--- config.mk ---
export PLATFORM = sky130hd
export DESIGN_NAME = tri_raster_scan_flat
export DESIGN_NICKNAME = d
export VERILOG_FILES = /design/src/rtl/tri_raster_scan_if.sv /design/src/rtl/tri_raster_scan.sv /design/src/flat_wrapper.sv
export SDC_FILE = /design/constraint.sdc
export NUM_CORES = 1
export LEC_CHECK = 0
export CORE_ASPECT_RATIO = 0.75
export CORE_UTILIZATION = 45
export DETAILED_ROUTE_END_ITERATION = 10
export HOLD_SLACK_MARGIN = 0.02
export PLACE_DENSITY = 0.74
export SYNTH_ARGS = -nofsm -noshare
export SYNTH_HDL_FRONTEND = slang
export SYNTH_SLANG_ARGS = --single-unit
--- constraint.sdc ---
create_clock -name clk -period 5.4 [get_ports clk]
set_input_delay 1.62 -clock clk [delete_from_list [all_inputs] [get_ports clk]]
set_output_delay 1.62 -clock clk [all_outputs]
set_load 0.03 [all_outputs]
--- src/rtl/tri_raster_scan_if.sv ---
// Handshake/bus bundle for tri_raster_scan: triangle input, inside-test port, fragment output.
// frag_count exists only when TRI_RASTER_STATS_EN is defined.
interface tri_raster_scan_if;
  logic       tri_valid;
  logic       tri_ready;
  logic [9:0] v1x, v1y, v2x, v2y, v3x, v3y;
  logic [9:0] test_ptx, test_pty;
  logic [9:0] test_p1x, test_p1y, test_p2x, test_p2y, test_p3x, test_p3y;
  logic       test_inside;
  logic       frag_valid;
  logic       frag_ready;
  logic [9:0] frag_x, frag_y;
  logic       done;
`ifdef TRI_RASTER_STATS_EN
  logic [19:0] frag_count;

  modport master (
    input  tri_valid, v1x, v1y, v2x, v2y, v3x, v3y, test_inside, frag_ready,
    output tri_ready, test_ptx, test_pty, test_p1x, test_p1y, test_p2x, test_p2y,
           test_p3x, test_p3y, frag_valid, frag_x, frag_y, done, frag_count
  );
  modport slave (
    output tri_valid, v1x, v1y, v2x, v2y, v3x, v3y, test_inside, frag_ready,
    input  tri_ready, test_ptx, test_pty, test_p1x, test_p1y, test_p2x, test_p2y,
           test_p3x, test_p3y, frag_valid, frag_x, frag_y, done, frag_count
  );
`else
  modport master (
    input  tri_valid, v1x, v1y, v2x, v2y, v3x, v3y, test_inside, frag_ready,
    output tri_ready, test_ptx, test_pty, test_p1x, test_p1y, test_p2x, test_p2y,
           test_p3x, test_p3y, frag_valid, frag_x, frag_y, done
  );
  modport slave (
    output tri_valid, v1x, v1y, v2x, v2y, v3x, v3y, test_inside, frag_ready,
    input  tri_ready, test_ptx, test_pty, test_p1x, test_p1y, test_p2x, test_p2y,
           test_p3x, test_p3y, frag_valid, frag_x, frag_y, done
  );
`endif
endinterface

--- src/rtl/tri_raster_scan.sv ---
// Bounding-box scan sequencer: walks the screen-clipped box of one triangle in raster order
// and emits inside pixels as fragments. Define TRI_RASTER_STATS_EN to add the frag_count output.
module tri_raster_scan #(
  parameter int SCREEN_W = 640,
  parameter int SCREEN_H = 480
) (
  input logic          clk,
  input logic          rst,
  tri_raster_scan_if.master bus
);
  localparam logic [9:0] X_LIM = 10'(SCREEN_W - 1);
  localparam logic [9:0] Y_LIM = 10'(SCREEN_H - 1);

  typedef enum logic [1:0] {IDLE, SETUP, SCAN, DRAIN} state_t;

  state_t     state_q, state_d;
  logic [9:0] vx_q [3];
  logic [9:0] vx_d [3];
  logic [9:0] vy_q [3];
  logic [9:0] vy_d [3];
  logic [9:0] xmin_q, xmin_d, xmax_q, xmax_d, ymax_q, ymax_d;
  logic [9:0] ptx_q, ptx_d, pty_q, pty_d;
  logic [9:0] frag_x_q, frag_x_d, frag_y_q, frag_y_d;
  logic       frag_valid_q, frag_valid_d;
  logic       done_q, done_d;
  logic [9:0] bx_min, bx_max, by_min, by_max;
  logic       off_screen, adv, last_pt;

  function automatic logic [9:0] min3(input logic [9:0] a, input logic [9:0] b,
                                      input logic [9:0] c);
    logic [9:0] m;
    m = (a < b) ? a : b;
    return (m < c) ? m : c;
  endfunction

  function automatic logic [9:0] max3(input logic [9:0] a, input logic [9:0] b,
                                      input logic [9:0] c);
    logic [9:0] m;
    m = (a > b) ? a : b;
    return (m > c) ? m : c;
  endfunction

  function automatic logic [9:0] clip(input logic [9:0] v, input logic [9:0] lim);
    return (v > lim) ? lim : v;
  endfunction

  // Bounding box is evaluated from the latched vertices during SETUP.
  assign bx_min     = min3(vx_q[0], vx_q[1], vx_q[2]);
  assign bx_max     = clip(max3(vx_q[0], vx_q[1], vx_q[2]), X_LIM);
  assign by_min     = min3(vy_q[0], vy_q[1], vy_q[2]);
  assign by_max     = clip(max3(vy_q[0], vy_q[1], vy_q[2]), Y_LIM);
  assign off_screen = (bx_min > bx_max) || (by_min > by_max);
  // Output slot is free when empty or being taken this cycle; also the DRAIN exit condition.
  assign adv        = !frag_valid_q || bus.frag_ready;
  assign last_pt    = (ptx_q == xmax_q) && (pty_q == ymax_q);

  always_ff @(posedge clk or posedge rst) begin
    if (rst) state_q <= IDLE;
    else     state_q <= state_d;
  end

  always_comb begin
    state_d = state_q;
    case (state_q)
      IDLE:    if (bus.tri_valid) state_d = SETUP;
      SETUP:   state_d = off_screen ? DRAIN : SCAN;
      SCAN:    if (adv && last_pt) state_d = DRAIN;
      DRAIN:   if (adv) state_d = IDLE;
      default: state_d = IDLE;
    endcase
  end

  always_comb begin
    vx_d         = vx_q;
    vy_d         = vy_q;
    xmin_d       = xmin_q;
    xmax_d       = xmax_q;
    ymax_d       = ymax_q;
    ptx_d        = ptx_q;
    pty_d        = pty_q;
    frag_x_d     = frag_x_q;
    frag_y_d     = frag_y_q;
    frag_valid_d = frag_valid_q;
    done_d       = 1'b0;
    case (state_q)
      IDLE: begin
        if (bus.tri_valid) begin
          vx_d = '{bus.v1x, bus.v2x, bus.v3x};
          vy_d = '{bus.v1y, bus.v2y, bus.v3y};
        end
      end
      SETUP: begin
        xmin_d = bx_min;
        xmax_d = bx_max;
        ymax_d = by_max;
        if (!off_screen) begin
          ptx_d = bx_min;
          pty_d = by_min;
        end
      end
      SCAN: begin
        if (adv) begin
          frag_valid_d = bus.test_inside;
          if (bus.test_inside) begin
            frag_x_d = ptx_q;
            frag_y_d = pty_q;
          end
          // The final point is held so the counters never pass xmax/ymax.
          if (ptx_q != xmax_q) begin
            ptx_d = ptx_q + 10'd1;
          end else if (pty_q != ymax_q) begin
            ptx_d = xmin_q;
            pty_d = pty_q + 10'd1;
          end
        end
      end
      DRAIN: begin
        if (adv) begin
          frag_valid_d = 1'b0;
          done_d       = 1'b1;
        end
      end
      default: ;
    endcase
  end

  always_ff @(posedge clk or posedge rst) begin
    if (rst) begin
      vx_q         <= '{default: '0};
      vy_q         <= '{default: '0};
      xmin_q       <= '0;
      xmax_q       <= '0;
      ymax_q       <= '0;
      ptx_q        <= '0;
      pty_q        <= '0;
      frag_x_q     <= '0;
      frag_y_q     <= '0;
      frag_valid_q <= 1'b0;
      done_q       <= 1'b0;
    end else begin
      vx_q         <= vx_d;
      vy_q         <= vy_d;
      xmin_q       <= xmin_d;
      xmax_q       <= xmax_d;
      ymax_q       <= ymax_d;
      ptx_q        <= ptx_d;
      pty_q        <= pty_d;
      frag_x_q     <= frag_x_d;
      frag_y_q     <= frag_y_d;
      frag_valid_q <= frag_valid_d;
      done_q       <= done_d;
    end
  end

  always_comb begin
    bus.tri_ready = (state_q == IDLE);
  end

  assign bus.test_ptx   = ptx_q;
  assign bus.test_pty   = pty_q;
  assign bus.test_p1x   = vx_q[0];
  assign bus.test_p1y   = vy_q[0];
  assign bus.test_p2x   = vx_q[1];
  assign bus.test_p2y   = vy_q[1];
  assign bus.test_p3x   = vx_q[2];
  assign bus.test_p3y   = vy_q[2];
  assign bus.frag_valid = frag_valid_q;
  assign bus.frag_x     = frag_x_q;
  assign bus.frag_y     = frag_y_q;
  assign bus.done       = done_q;

`ifdef TRI_RASTER_STATS_EN
  logic [19:0] count_q, count_d;

  always_comb begin
    count_d = count_q;
    if (state_q == IDLE && bus.tri_valid)   count_d = '0;
    else if (frag_valid_q && bus.frag_ready) count_d = count_q + 20'd1;
  end

  always_ff @(posedge clk or posedge rst) begin
    if (rst) count_q <= '0;
    else     count_q <= count_d;
  end

  assign bus.frag_count = count_q;
`endif
endmodule
--- src/flat_wrapper.sv ---
// flat-port wrapper written by rule: the top's interface ports become plain ports
module tri_raster_scan_flat 
#(
  parameter int SCREEN_W = 640,
  parameter int SCREEN_H = 480
)
  (clk, rst, bus_tri_valid, bus_v1x, bus_v1y, bus_v2x, bus_v2y, bus_v3x, bus_v3y, bus_test_inside, bus_frag_ready, bus_tri_ready, bus_test_ptx, bus_test_pty, bus_test_p1x, bus_test_p1y, bus_test_p2x, bus_test_p2y, bus_test_p3x, bus_test_p3y, bus_frag_valid, bus_frag_x, bus_frag_y, bus_done);
  tri_raster_scan_if bus_i ();
  input logic clk;
  input logic rst;
  input wire logic [$bits(bus_i.tri_valid)-1:0] bus_tri_valid;
  input wire logic [$bits(bus_i.v1x)-1:0] bus_v1x;
  input wire logic [$bits(bus_i.v1y)-1:0] bus_v1y;
  input wire logic [$bits(bus_i.v2x)-1:0] bus_v2x;
  input wire logic [$bits(bus_i.v2y)-1:0] bus_v2y;
  input wire logic [$bits(bus_i.v3x)-1:0] bus_v3x;
  input wire logic [$bits(bus_i.v3y)-1:0] bus_v3y;
  input wire logic [$bits(bus_i.test_inside)-1:0] bus_test_inside;
  input wire logic [$bits(bus_i.frag_ready)-1:0] bus_frag_ready;
  output wire logic [$bits(bus_i.tri_ready)-1:0] bus_tri_ready;
  output wire logic [$bits(bus_i.test_ptx)-1:0] bus_test_ptx;
  output wire logic [$bits(bus_i.test_pty)-1:0] bus_test_pty;
  output wire logic [$bits(bus_i.test_p1x)-1:0] bus_test_p1x;
  output wire logic [$bits(bus_i.test_p1y)-1:0] bus_test_p1y;
  output wire logic [$bits(bus_i.test_p2x)-1:0] bus_test_p2x;
  output wire logic [$bits(bus_i.test_p2y)-1:0] bus_test_p2y;
  output wire logic [$bits(bus_i.test_p3x)-1:0] bus_test_p3x;
  output wire logic [$bits(bus_i.test_p3y)-1:0] bus_test_p3y;
  output wire logic [$bits(bus_i.frag_valid)-1:0] bus_frag_valid;
  output wire logic [$bits(bus_i.frag_x)-1:0] bus_frag_x;
  output wire logic [$bits(bus_i.frag_y)-1:0] bus_frag_y;
  output wire logic [$bits(bus_i.done)-1:0] bus_done;
  assign bus_i.tri_valid = bus_tri_valid;
  assign bus_i.v1x = bus_v1x;
  assign bus_i.v1y = bus_v1y;
  assign bus_i.v2x = bus_v2x;
  assign bus_i.v2y = bus_v2y;
  assign bus_i.v3x = bus_v3x;
  assign bus_i.v3y = bus_v3y;
  assign bus_i.test_inside = bus_test_inside;
  assign bus_i.frag_ready = bus_frag_ready;
  assign bus_tri_ready = bus_i.tri_ready;
  assign bus_test_ptx = bus_i.test_ptx;
  assign bus_test_pty = bus_i.test_pty;
  assign bus_test_p1x = bus_i.test_p1x;
  assign bus_test_p1y = bus_i.test_p1y;
  assign bus_test_p2x = bus_i.test_p2x;
  assign bus_test_p2y = bus_i.test_p2y;
  assign bus_test_p3x = bus_i.test_p3x;
  assign bus_test_p3y = bus_i.test_p3y;
  assign bus_frag_valid = bus_i.frag_valid;
  assign bus_frag_x = bus_i.frag_x;
  assign bus_frag_y = bus_i.frag_y;
  assign bus_done = bus_i.done;
  tri_raster_scan #(.SCREEN_W(SCREEN_W), .SCREEN_H(SCREEN_H)) u_core (.clk(clk), .rst(rst), .bus(bus_i));
endmodule
==> run summary <==
Core Area - 0.0194 sq mm
Num ports - 168
Final Hold Vio Count - 0
Final Util - 67.5%
Maximum clock insertion buffer count - 2
Post-DP HPWL - 18.4 mm
Worst-Margin Slew - 885 ps
Gr ovfl total - 0
Async set-reset flop share out of synthesis - 100%
Largest net degree at the start of global routing - 106
Number of global-route vias before repair - 7599
Endpoints failing setup - 21
Drt first pass iters - 5
Failing checks - setup timing
Sequential element share of the synthesized area - 37.7%
Root buffer cell - clkbuf_16
Final period utilization - 104%
Commonest cells after routing, fill and taps aside - 167 x clkdlybuf4s50_1, 152 x buf_4, 114 x mux2_2
Seq cells post-synth - 134
Clock skew - 14.6 ps
Final net count - 1353
DRT antenna net count - 0
Pins Over Slew Limit - 0
Starting density of the core - 45.9%
Status - complete, but fails checks
RSZ-0062 raised after global routing - yes
Max Fclk - 0.178 GHz
First-pass GRT wire length - 39.5 mm
WL/cell - 16.9 um
Initial antenna violation count - 0
Synthesized netlist cell count - 889
Top_reg_cell synth - dfrtp_1
Die W - 164 um
Max FO, Critical Path - 6
Setup ws final - -208 ps
Crit path required time - 5710 ps
Drt drc - 0
# diodes - 0
Die height - 124 um
Critical Path Sink Type - register
Setup tns final - -3700 ps
Initial DRC count - 507
Hold_buf cts - 0
Area Growth Syn to Fin - 47.1%
Count of input and output buffers - 167
Max-Slew Margin vs Limit - 40.9%
Max-cap viol count - 0
Final WL - 24.9 mm
Hold WC Path Type - reg -> reg
Clk Latency, worst-skew pair - 430 ps
Die area - 0.0203 sq mm
Global placer's final weighted congestion - 0.894
Crit path launch type - register
Mapped cell area - 0.00889 sq mm
Final min period - 5610 ps
Worst hold slack - 479 ps
Total GRT Usage - 25.2%
Via count - 7855
Cts bufs inserted - 17
Commonest non-fill, non-tap cell in the layout - clkdlybuf4s50_1
Via density - 5.34
Worst-path clk slew - 60 ps
Yosys cell types - 65
CTS tree - yes
Critical path type - reg -> reg
CP arrival - 5920 ps
H-Tree Depth - 4
Row Count - 44
Clock sink count - 134
Post-synth EDFFs - 0
Syn_area_per_cell - 10.0 sq um
YS warnings - 0
Post-synthesis net count - 1038
Ratio of cells with drive above 1 in the final layout - 33.9%
-- flip-flops by register name, indices dropped and copies added, names as in the netlist --
| name | cells |
|---|---|
| u_core.xmin_q | 10 |
| u_core.bus.frag_x | 10 |
| u_core.bus.test_p3y | 10 |
| u_core.ymax_q | 10 |
| u_core.bus.test_pty | 10 |
| u_core.bus.frag_y | 10 |
| u_core.bus.test_p2y | 10 |
| u_core.bus.test_p1y | 10 |
| u_core.bus.test_p1x | 10 |
| u_core.bus.test_p3x | 10 |
| u_core.bus.test_p2x | 10 |
| u_core.xmax_q | 10 |
| u_core.bus.test_ptx | 10 |
| u_core.state_q | 2 |
| u_core.bus.frag_valid | 1 |
| u_core.bus.done | 1 |
-- per-stage QoR --
| step | worst slack (ps) | area (sq um) | instances |
|---|---|---|---|
| global placement | -337 | 12000 | 1420 |
| detailed placement | -416 | 12000 | 1420 |
| finish | -208 | 13100 | 1470 |
| global route | -494 | 13100 | 1470 |
| CTS | -190 | 12900 | 1464 |
| floorplan | 3.96 | 9120 | 889 |
-- worst max-delay path, stage by stage (launching register included) --
cell and delay [ps]:
dfrtp_2 420, ha_4 280, nand4_1 230, a211o_4 380
o211ai_4 140, nand2_8 90, buf_12 140, mux2_4 300
ha_1 270, nand2_1 100, o21ai_1 190, nand2b_1 100
a32oi_2 180, buf_6 200, mux2i_4 290, nor4_4 80
buf_12 150, or3_4 380, ha_4 230, and4_4 150
o21a_1 100, o21ai_1 110, o211ai_1 100, a31o_2 300
a21oi_4 210, buf_6 140, o211ai_1 70, o221a_2 140
-- layout make-up --
| type | instances | area [sq um] |
|---|---|---|
| multi-input combinational | 651 | 5560 |
| sequential | 134 | 3380 |
| fill | 1494 | 6300 |
| tap | 253 | 317 |
| inverter | 70 | 269 |
| clock buffer | 20 | 467 |
| timing repair buffer | 330 | 2970 |
| clock inverter | 12 | 118 |
-- synth_stat cells (11+ instances only) --
library cell / n / area, sq um
o21ai_0: 52 / 260
nand4_1: 14 / 87.6
nand2_1: 70 / 263
dfrtp_1: 134 / 3350
inv_1: 69 / 259
ha_1: 84 / 1050
mux2i_1: 11 / 110
xor2_1: 22 / 193
a21oi_1: 60 / 300
nand3_1: 12 / 60.1
nor2_1: 58 / 218
clkbuf_1: 19 / 71.3
mux2_2: 117 / 1320
a21o_1: 15 / 113
a211oi_1: 11 / 82.6
-- worst paths after layout --
| path | start | to | slack, ps | cells after the start |
|---|---|---|---|---|
| worst max-delay path | u_core.bus.test_p1y[5] | u_core.bus.test_ptx[0] | -210 | 27 |
| worst min-delay path | u_core.bus.frag_y[4] | u_core.bus.frag_y[4] | 480 | 2 |
| worst max register to register | u_core.bus.test_p1y[5] | u_core.bus.test_ptx[0] | -210 | 27 |
| worst min register to register | u_core.bus.frag_y[4] | u_core.bus.frag_y[4] | 480 | 2 |
| max in group asynchronous | rst | u_core.xmin_q[6] | 2750 | 3 |
| min in group asynchronous | rst | u_core.bus.test_p3y[9] | 1640 | 2 |
-- cell families after synthesis --
kind of cell / Yosys count / share of synthesized area, %
buffers and inverters: 104 / 4.64
XOR/XNOR: 28 / 2.76
other: 1 / 0.0422
AO/OA/AOI/OAI: 206 / 15.4
multiplexers: 131 / 16.6
AND/OR/NAND/NOR: 201 / 11.0
adder cells (fa/ha/maj): 84 / 11.8
flip-flops: 134 / 37.7
-- what timing repair did --
| item | in CTS | in global routing |
|---|---|---|
| resized for setup | 32 | 35 |
| pin swaps | 23 | 17 |
| setup buffers | 13 | 7 |
| setup endpoints to repair | 21 | 21 |
-- routing by layer --
metal	wire length, um	global-route usage (%)	up-vias
met1	12700	37.9	3727
met3	1510	5.26	22
li1	-	-	3826
met4	223	6.54	0
met2	10500	36.3	280
met5	0	0	-
Power is not shown: default switching activity piles up to over one toggle a cycle in this logic, so the estimate is an artifact.
==> RTL edit: new RTL, same flow settings <==
The 4 states of `state_t` get a one-hot encoding in 4 bits.
--- a/src/rtl/tri_raster_scan.sv
+++ b/src/rtl/tri_raster_scan.sv
@@ -11,7 +11,7 @@
   localparam logic [9:0] X_LIM = 10'(SCREEN_W - 1);
   localparam logic [9:0] Y_LIM = 10'(SCREEN_H - 1);
 
-  typedef enum logic [1:0] {IDLE, SETUP, SCAN, DRAIN} state_t;
+  typedef enum logic [3:0] {IDLE = 4'b0001, SETUP = 4'b0010, SCAN = 4'b0100, DRAIN = 4'b1000} state_t;
 
   state_t     state_q, state_d;
   logic [9:0] vx_q [3];
Function: same outputs for any inputs over 4 cycles, from zero or initial values and one cycle with rst high; so few cycles prove little.
==> RTL edit against the unedited design <==
Setup slack got worse by 0.15 ns. Sequential cell count increased by 2. Critical endpoint is now u_core.bus.test_pty[6]. Clock skew decreased by 0.0046 ns. The run still ends with setup timing left. Final area decreased by 0.31%. Final cell count increased by 7.3%. Wire length increased by 8.0%. Area after synthesis decreased by 1.1%. Highest routed layer unchanged.
Power is left out: the tool's default activity adds up to more than one toggle a clock period on the data nets, which glitch-free logic cannot reach.
==> RTL edit: results (changes against the unedited design) <==
* Initial drt markers at 524 (+3.4%)
* CP max stage cell: or4_4
* Max-slew headroom at 36.7% (-4.2 points)
* Placed Cells at 1529 (+7.7%)
* Multiplexer share of the synthesized area at 6.90% (-9.7 points)
* Status: complete, but fails checks
* Gate Count Post-Synth at 990 (+11%)
* # fillers at 1425 (-4.6%)
* Worst setup margin at -0.358 ns (-0.150 ns)
* Synth Area in XOR/XNOR at 2.79% (+0.031 points)
* Setup Skew at 0.0100 ns (-0.00455 ns)
* CP endpoint: u_core.bus.test_pty[6]
* HP Start: u_core.xmin_q[2]
* Vias in the first global route at 8226 (+8.3%)
* Met1 GRT Util at 39.7% (+1.8 points)
* DR vias at 8625 (+9.8%)
* Metal3 WL at 1830 µm (+22%)
* Post-DP HPWL at 19400 µm (+5.5%)
* Pre-CTS setup slack at -0.411 ns (+0.00511 ns)
* Syn nets at 1135 (+9.3%)
* Met1 wire length at 13200 µm (+3.8%)
* Met2 GRT Util at 40.2% (+3.9 points)
* Number of library cell types mapped by synthesis at 74 (+14%)
* Crit Path Max Fanout at 7 (+1)
* Fraction of the mapped netlist area in compound gates at 19.0% (+3.6 points)
* Crit path launch: u_core.bus.test_p2x[1]
* Post_cts resized at 31 (-3.1%)
* Violated checks: setup timing
* # Post-CTS Setup Buffers at 10 (-3)
* Largest stage delay on the critical path at 0.51 ns (+0.09 ns)
* Global-route wire length before repair at 42100 µm (+6.5%)
* Routed WL at 26900 µm (+8.0%)
* Synth top area cells: dfrtp_1 38%, ha_1 11%, nand2_1 7.6%, o21ai_0 6.4%, mux2_2 3.8%
* Worst hold slack at 0.483 ns (+0.00398 ns)
* Layout cell share with drive strength beyond 1 at 25.6% (-8.4 points)
* WL/cell at 17.0 µm (+0.65%)
* Worst EP required at 5.75 ns (+0.04 ns)
* Final setup vio count at 21 (unchanged)
[RTL edit: changes by cell type after synthesis, moves of 5 or more]
cell / change
nand2_1: +107
mux2_2: -87
o21ai_0: +61
a211oi_1: +13
mux2i_1: +13
clkbuf_1: +10
nor2_1: -8
xnor2_1: +7
xor2_1: -7
nand2b_1: +5
o2111ai_1: -5
o21a_1: -5
o31a_1: -5
[RTL edit: area by class of cell]
class | count | area [µm²] | share of cell area [%]
sequential | 136 | 3420 | 26.2
multi-input combinational | 745 | 5310 | 40.7
clock inverter | 15 | 216 | 1.66
tap | 247 | 309 | 2.37
timing repair buffer | 347 | 3090 | 23.7
clock buffer | 17 | 425 | 3.26
inverter | 70 | 268 | 2.05
[RTL edit: worst register-to-register path, delay by kind of cell, from the launching register on]
| family | cells | cell delay (ns) |
|---|---|---|
| compound gates | 15 | 2.51 |
| simple gates | 6 | 1.45 |
| fa+ha+maj | 3 | 0.80 |
| buf+inv | 5 | 0.57 |
| flops | 1 | 0.37 |
